[src/rtl/exe_stage.sv]
// Execute stage: latches the decode bus, computes the ALU result, issues data SRAM requests, reports forwarding/load-use to decode.
// Latency: one cycle; an instruction accepted at edge N is presented to the memory stage from N until it leaves.
// Backpressure: ms_allowin=0 holds the latched instruction and drops es_allowin; stores write only in the release cycle.
module exe_stage (
    input  logic         clk,
    input  logic         reset,
    input  logic         ds2es_valid,
    output logic         es_allowin,
    input  logic [147:0] ds2es_bus,
    input  logic         ms_allowin,
    output logic         es2ms_valid,
    output logic [70:0]  es2ms_bus,
    output logic         data_sram_en,
    output logic [3:0]   data_sram_we,
    output logic [31:0]  data_sram_addr,
    output logic [31:0]  data_sram_wdata,
    output logic         exe_rf_we,
    output logic [4:0]   exe_dest,
    output logic [31:0]  alu_result,
    output logic         es_inst_is_ld_w
);

    typedef struct packed {
        logic [31:0] pc;
        logic [31:0] alu_src1;
        logic [31:0] alu_src2;
        logic [11:0] alu_op;
        logic [31:0] rkd_value;
        logic        res_from_mem;
        logic        gr_we;
        logic [4:0]  dest;
        logic        mem_we;
    } ds2es_t;

    logic   es_valid;
    ds2es_t es_bus;
    logic   es_ready_go;

    assign es_ready_go = 1'b1;
    assign es_allowin  = ~es_valid | (es_ready_go & ms_allowin);
    assign es2ms_valid = es_valid & es_ready_go;

    always_ff @(posedge clk) begin
        if (reset) begin
            es_valid <= 1'b0;
            es_bus   <= '0;
        end else if (es_allowin) begin
            es_valid <= ds2es_valid;
            if (ds2es_valid) begin
                es_bus <= ds2es_t'(ds2es_bus);
            end
        end
    end

    logic [31:0] src1;
    logic [31:0] src2;
    logic [11:0] op;
    logic [31:0] sum;
    logic [31:0] diff;
    logic        slt_lt;
    logic        sltu_lt;

    assign src1    = es_bus.alu_src1;
    assign src2    = es_bus.alu_src2;
    assign op      = es_bus.alu_op;
    assign sum     = src1 + src2;
    assign diff    = src1 - src2;
    assign slt_lt  = $signed(src1) < $signed(src2);
    assign sltu_lt = src1 < src2;

    // One-hot select as an AND-OR mux; an all-zero op falls out as zero.
    always_comb begin
        alu_result = 32'b0;
        if (op[0])  alu_result = alu_result | sum;
        if (op[1])  alu_result = alu_result | diff;
        if (op[2])  alu_result = alu_result | {31'b0, slt_lt};
        if (op[3])  alu_result = alu_result | {31'b0, sltu_lt};
        if (op[4])  alu_result = alu_result | (src1 & src2);
        if (op[5])  alu_result = alu_result | ~(src1 | src2);
        if (op[6])  alu_result = alu_result | (src1 | src2);
        if (op[7])  alu_result = alu_result | (src1 ^ src2);
        if (op[8])  alu_result = alu_result | (src1 << src2[4:0]);
        if (op[9])  alu_result = alu_result | (src1 >> src2[4:0]);
        if (op[10]) alu_result = alu_result | 32'($signed(src1) >>> src2[4:0]);
        if (op[11]) alu_result = alu_result | src2;
    end

    assign es2ms_bus       = {es_bus.pc, alu_result, es_bus.res_from_mem, es_bus.gr_we, es_bus.dest};
    assign data_sram_en    = es_valid & (es_bus.res_from_mem | es_bus.mem_we);
    assign data_sram_we    = {4{es_valid & es_bus.mem_we & ms_allowin}};
    assign data_sram_addr  = alu_result;
    assign data_sram_wdata = es_bus.rkd_value;

    assign exe_rf_we       = es_valid & es_bus.gr_we;
    assign exe_dest        = es_bus.dest;
    assign es_inst_is_ld_w = es_valid & es_bus.res_from_mem;

endmodule

[config.mk]
export PLATFORM = sky130hd
export DESIGN_NAME = exe_stage
export DESIGN_NICKNAME = d
export VERILOG_FILES = /design/src/rtl/exe_stage.sv
export SDC_FILE = /design/constraint.sdc
export NUM_CORES = 1
export LEC_CHECK = 0
export CAP_MARGIN = 20
export CORE_MARGIN = 4
export CORE_UTILIZATION = 53
export CTS_CLUSTER_SIZE = 8
export DETAILED_ROUTE_END_ITERATION = 6
export HOLD_SLACK_MARGIN = 0.06
export PLACE_DENSITY_LB_ADDON = 0.25
export SETUP_SLACK_MARGIN = 0.4
export SYNTH_ARGS = -nofsm -noshare
export SYNTH_HDL_FRONTEND = slang
export SYNTH_SLANG_ARGS = --single-unit
[constraint.sdc]
create_clock -name clk -period 5.4 [get_ports clk]
set_clock_uncertainty 0.1 [all_clocks]
set_input_delay 0.81 -clock clk [delete_from_list [all_inputs] [get_ports clk]]
set_output_delay 0.81 -clock clk [all_outputs]
set_load 0.1 [all_outputs]
; ---- Yosys cells after proc, flatten, opt, wreduce, memory -nomap -nowiden
; Index checks and enable logic that the tools add are counted.
[totals]
register_bits = 149
input_bits = 152
out_inout_bits = 181
word_cells = 53
[op_classes]
n_addsub = 2
n_lt_le_gt_ge = 2
shifts = 3
muxes = 12
bitwise_logic = 23
n_reduce_logical = 1
[ops]
columns = operator, n
row1 = $mux 32, 12
row2 = $or 32x32->32, 10
row3 = $lt 32x32->1, 2
row4 = $or 32x1->32, 2
row5 = $add 32x32->32, 1
row6 = $and 32x32->32, 1
row7 = $not 32->32, 1
row8 = $shl 32x5->32, 1
row9 = $shr 32x5->32, 1
row10 = $sshr 32x5->32, 1
row11 = $sub 32x32->32, 1
row12 = $xor 32x32->32, 1
row13 = $and 1x1->1, 5
row14 = $or 1x1->1, 2
row15 = $reduce_and 2->1, 1
row16 = $not 1->1, 1

; ---- Logic depth before layout (Yosys ltp)
[depth]
depth_word = 24
depth_mapped = 15

; ---- Worst setup path after synthesis
; No wires, ideal clock.
[synth_timing]
path_kind = reg-to-output
startpoint = reg es_bus (netlist bit src2[2])
endpoint = out data_sram_addr[0]
t_arrival_ns = 6.428
setup_slack_ns = -1.938
path_stages_with_launch = 16
path_buffers = 5
path_cell_list = dfxtp_1 buf_2 clkinv_1 buf_1 buf_2 ha_1 buf_6 o21bai_4 nand2_1 a2111oi_4 o21ai_2 o211ai_4 a21oi_1 nor3_1 o41ai_1 buf_4
[synth_between]
elab_chain_cells = 21
elab_cells_between_ends = 25
[synth_lines]
columns = item, line_no
row1 = "start, declared", 36  ; ds2es_t es_bus;
row2 = "start signal, assigned", 50  ; es_bus <= ds2es_t'(ds2es_bus);
row3 = $lt 32x32->1, 68  ; assign slt_lt = $signed(src1) < $signed(src2);
row4 = $or 32x1->32, 76  ; if (op[2]) alu_result = alu_result | {31'b0, slt_lt};
row5 = $mux 32, 76
row6 = $or 32x1->32, 77  ; if (op[3]) alu_result = alu_result | {31'b0, sltu_lt};
row7 = $mux 32, 77
row8 = $or 32x32->32, 78  ; if (op[4]) alu_result = alu_result | (src1 & src2);
row9 = $mux 32, 78
row10 = $or 32x32->32, 79  ; if (op[5]) alu_result = alu_result | ~(src1 | src2);
row11 = (+5 left out), --
row12 = $or 32x32->32, 82  ; if (op[8]) alu_result = alu_result | (src1 << src2[4:0]);
row13 = $mux 32, 82
row14 = $or 32x32->32, 83  ; if (op[9]) alu_result = alu_result | (src1 >> src2[4:0]);
row15 = $mux 32, 83
row16 = $or 32x32->32, 84  ; if (op[10]) alu_result = alu_result | 32'($signed(src1) >>> src2[4:0]);
row17 = $mux 32 (*), 84
row18 = $or 32x32->32, 85  ; if (op[11]) alu_result = alu_result | src2;
row19 = $mux 32 (*), 85
row20 = "end, declared", 15  ; output logic [31:0] data_sram_addr,
; Every way passes the cells marked *; elsewhere a longest branch is shown, timed or not.

; ---- Worst setup path after layout
[layout_timing]
startpoint = reg es_bus (netlist bit src2[2])
endpoint = out es2ms_bus[17]
[layout_between]
elab_chain_cells = 24
elab_cells_between_ends = 28
[layout_lines]
columns = item, line_no
row1 = $add 32x32->32, 66  ; assign sum = src1 + src2;
row2 = $mux 32, 74  ; if (op[0]) alu_result = alu_result | sum;
row3 = $or 32x32->32, 75  ; if (op[1]) alu_result = alu_result | diff;
row4 = $mux 32, 75
row5 = $or 32x1->32, 76
row6 = $mux 32, 76
row7 = $or 32x1->32, 77
row8 = $mux 32, 77
row9 = (+8 left out), --
row10 = $or 32x32->32, 82
row11 = $mux 32, 82
row12 = $or 32x32->32, 83
row13 = $mux 32, 83
row14 = $or 32x32->32, 84
row15 = $mux 32 (*), 84
row16 = $or 32x32->32, 85
row17 = $mux 32 (*), 85
row18 = "end, declared", 12  ; output logic [70:0] es2ms_bus,
; Marked as above.

==> out/metrics.cfg <==
[clock_network]
cts_tree = built
postCtsHoldBufs = 0
clk_latency_ps = 450
cts-root-buf = clkbuf_16
cts-htree-levels = 4
cts_max_path_buffers = 2
cts_sinks = 149
clkTransAtPathRegs_ps = 70
cts_made_buffers = 17

[logic_synthesis]
ys_seq_elements = 149
synth_nets = 2393
synth_ff_type = dfxtp_1
synth-edff-count = 0
ys_seq_area_frac = 0.1903
yosys_warnings = 0
synth_cell_types = 85
syn_inst = 2142
syn_area_um2 = 15670
avgSynthCellArea_um2 = 7.317
postSynth.asyncResetShare = 0

[min_path]
hold_path.class = reg2reg

[run_status]
violations = design-rule violations
status = complete, but fails checks

[power]
p_seq_frac = 0.193
vdd_drop_max_v = 0.0002588
p_leak_nw = 7.987
power.density_nw_per_um2 = 327.1
p_switching_mw = 3.309
p_int_mw = 3.191
finalPower_mw = 6.500
p_comb_frac = 0.598
sw_frac_of_total = 0.5090
pwr-share-clk = 0.209

[cells_and_area]
fin_cells = 2649
nFillCells = 2332
area_growth_pct = 26.77
n_antenna_cell = 0
finalNetCount = 2503
drive_gt1_frac = 0.1373

[timing]
drv_slew = 0
fmax_mhz = 201.2
tns_ps = 0
setup_viol = 0
worstMarginPinSlew_ps = 1293
min_period_ps = 4970
relSlewSlack = 0.1292
finalCritPeriodShare = 0.9203
rsz0062_at_grt = yes
hold_viol_final = 0

[setup_path]
path_class = reg2out
arrival_ps = 4060
critical_path.endpoint_type = output pin
crit_required_ps = 4490
critPathLaunchType = flop
path_max_fanout = 71

[floorplan]
die_h_um = 180.0
initial_core_util = 0.5417
num_rows = 62
die_area_um2 = 32390
pin_count = 333
fp.coreArea_um2 = 28940
die-width_um = 180.0

[placed_design]
place_congestion = 1.108
dp.final_hpwl_um = 47570
portBuffers = 332
dp.cells = 2611

[routing]
drt_iter0_markers = 2816
dr.pass1.iters = 7
avgViaCountPerCell = 6.447
via_count = 17079
totalWireLength_um = 63770
antenna_left = 0
wl_per_cell_um = 24.07
drc_errors = 39

[grt]
track_usage = 0.3725
grt_pass1_vias = 16227
grt_max_degree = 100
grt_pass1_wl_um = 95850
antenna_found_initial = 1
grt_overflow = 0

[job]
drv_cap = 0

## sequential cells by signal, summed over array words and instances (netlist names)
register and count:
data_sram_wdata 32, es2ms_bus 34, es2ms_valid 1, es_bus 1, exe_dest 5, op 12, src1 32, src2 32
## layout make-up
cell class	count	area (µm²)	area share
multi-input combinational	1582	10760	0.5413
clock inverter	15	226.5	0.01140
inverter	102	395.4	0.01990
sequential	149	2995	0.1507
timing repair buffer	400	4591	0.2310
clock buffer	17	425.4	0.02141
tap	384	480.5	0.02418
## timing repair
| item | in CTS | in global routing |
|---|---|---|
| buffers inserted | 2 | 4 |
| pin swaps | 1 | 5 |
| endpoints found under the setup margin | 30 | 48 |
| resized for setup | 7 | 15 |
## kinds of logic after synthesis
family,share of synthesized area
adder cells (fa/ha/maj),0.07999
multiplexers,0.1308
flip-flops,0.1903
XOR/XNOR,0.02403
buffers and inverters,0.1415
AND/OR/NAND/NOR,0.1948
AO/OA/AOI/OAI,0.2387
## layer usage
layer	GRT usage	vias to the layer above	routed length [µm]
met4	0.1429	2	2849
met1	0.4863	8005	24440
met3	0.1217	199	8588
met2	0.5746	1221	27870
li1	-	7652	-
met5	0	-	20
## final timing paths
kind	endpoint	slack [ps]	startpoint	cells after the start
worst min-delay path	data_sram_wdata[18]	350	data_sram_wdata[18]	2
worst max register to register	op[3]	3080	es2ms_valid	5
worst min register to register	data_sram_wdata[18]	350	data_sram_wdata[18]	2
worst max-delay path	es2ms_bus[17]	430	src2[2]	7
## power by group through the flow
stage / Sequential [mW] / Clock [mW] / Combinational, mW
3_5_place_dp: 1.27 / 0 / 3.80
5_1_grt: 1.26 / 1.42 / 4.01
2_1_floorplan: 1.24 / 0 / 2.78
4_1_cts: 1.25 / 1.37 / 3.82
3_3_place_gp: 1.27 / 0 / 3.77
6_report: 1.26 / 1.36 / 3.89
## critical path: stages (launching register included)
cell      delay (ps)
dfxtp_2          400
buf_4            650
nand2_1          340
o21ai_0         1080
a221oi_1         260
o211ai_1         260
a221o_1          360
buf_12           220
## through the flow
stage                     instance area [µm²]    util  hold WS [ps]  setup WS, ps
final                                   19870  0.6867         354.9         430.3
after global routing                    19870  0.6867         372.7         374.8
after CTS                               19780  0.6836         356.1         425.6
after floorplan                         15940       -         336.7         350.5
after global placement                  19080  0.6595         340.7         677.7
after detailed placement                19080  0.6595         347.4         632.2
## cells in the mapped netlist, types with 6 or more instances
library cell	n	share of area
nand2b_1	7	0.0028
o21bai_1	9	0.0043
dfxtp_1	149	0.19
a21o_1	14	0.0067
o22ai_1	13	0.0052
a221o_1	9	0.0057
nor2_1	163	0.039
a221oi_1	10	0.0056
buf_1	17	0.0041
o221ai_1	9	0.0050
mux4_1	14	0.023
and3_1	6	0.0024
buf_4	150	0.072
a31oi_1	7	0.0028
a22oi_1	9	0.0043
inv_1	96	0.023
clkbuf_1	102	0.024
nor4_1	13	0.0052
o21a_1	7	0.0034
nand2_1	410	0.098
a21oi_1	252	0.080
o31ai_1	13	0.0062
a222oi_1	27	0.017
mux2i_1	78	0.050
ha_1	97	0.077
buf_2	33	0.011
mux4_2	32	0.046
nand4_1	21	0.0084
xnor2_1	38	0.021
a211oi_1	21	0.010
a211o_1	12	0.0067
nor3_1	34	0.011
nor2b_1	11	0.0044
mux2_2	14	0.010
o21ai_0	83	0.027
o2111ai_1	6	0.0034
nand3_1	30	0.0096
o211ai_1	16	0.0077
## placed cells by master (no fill, tap or decap), types with 20 or more instances in the layout
cell             netlist  final
a21oi_1              252    250
a222oi_1              27     27
dfxtp_1              149    141
a211oi_1              21     20
nand3_1               30     30
nand4_1               21     21
o21ai_0               83     81
mux2i_1               78     77
nand2_1              410    409
buf_12                 2     79
nor2_1               163    161
mux4_2                32     32
xnor2_1               38     38
nor3_1                34     33
ha_1                  97     89
inv_1                 96     95
buf_4                150     84
clkdlybuf4s50_1        0    235
No activity file was read; power rests on OpenSTA's default activity.
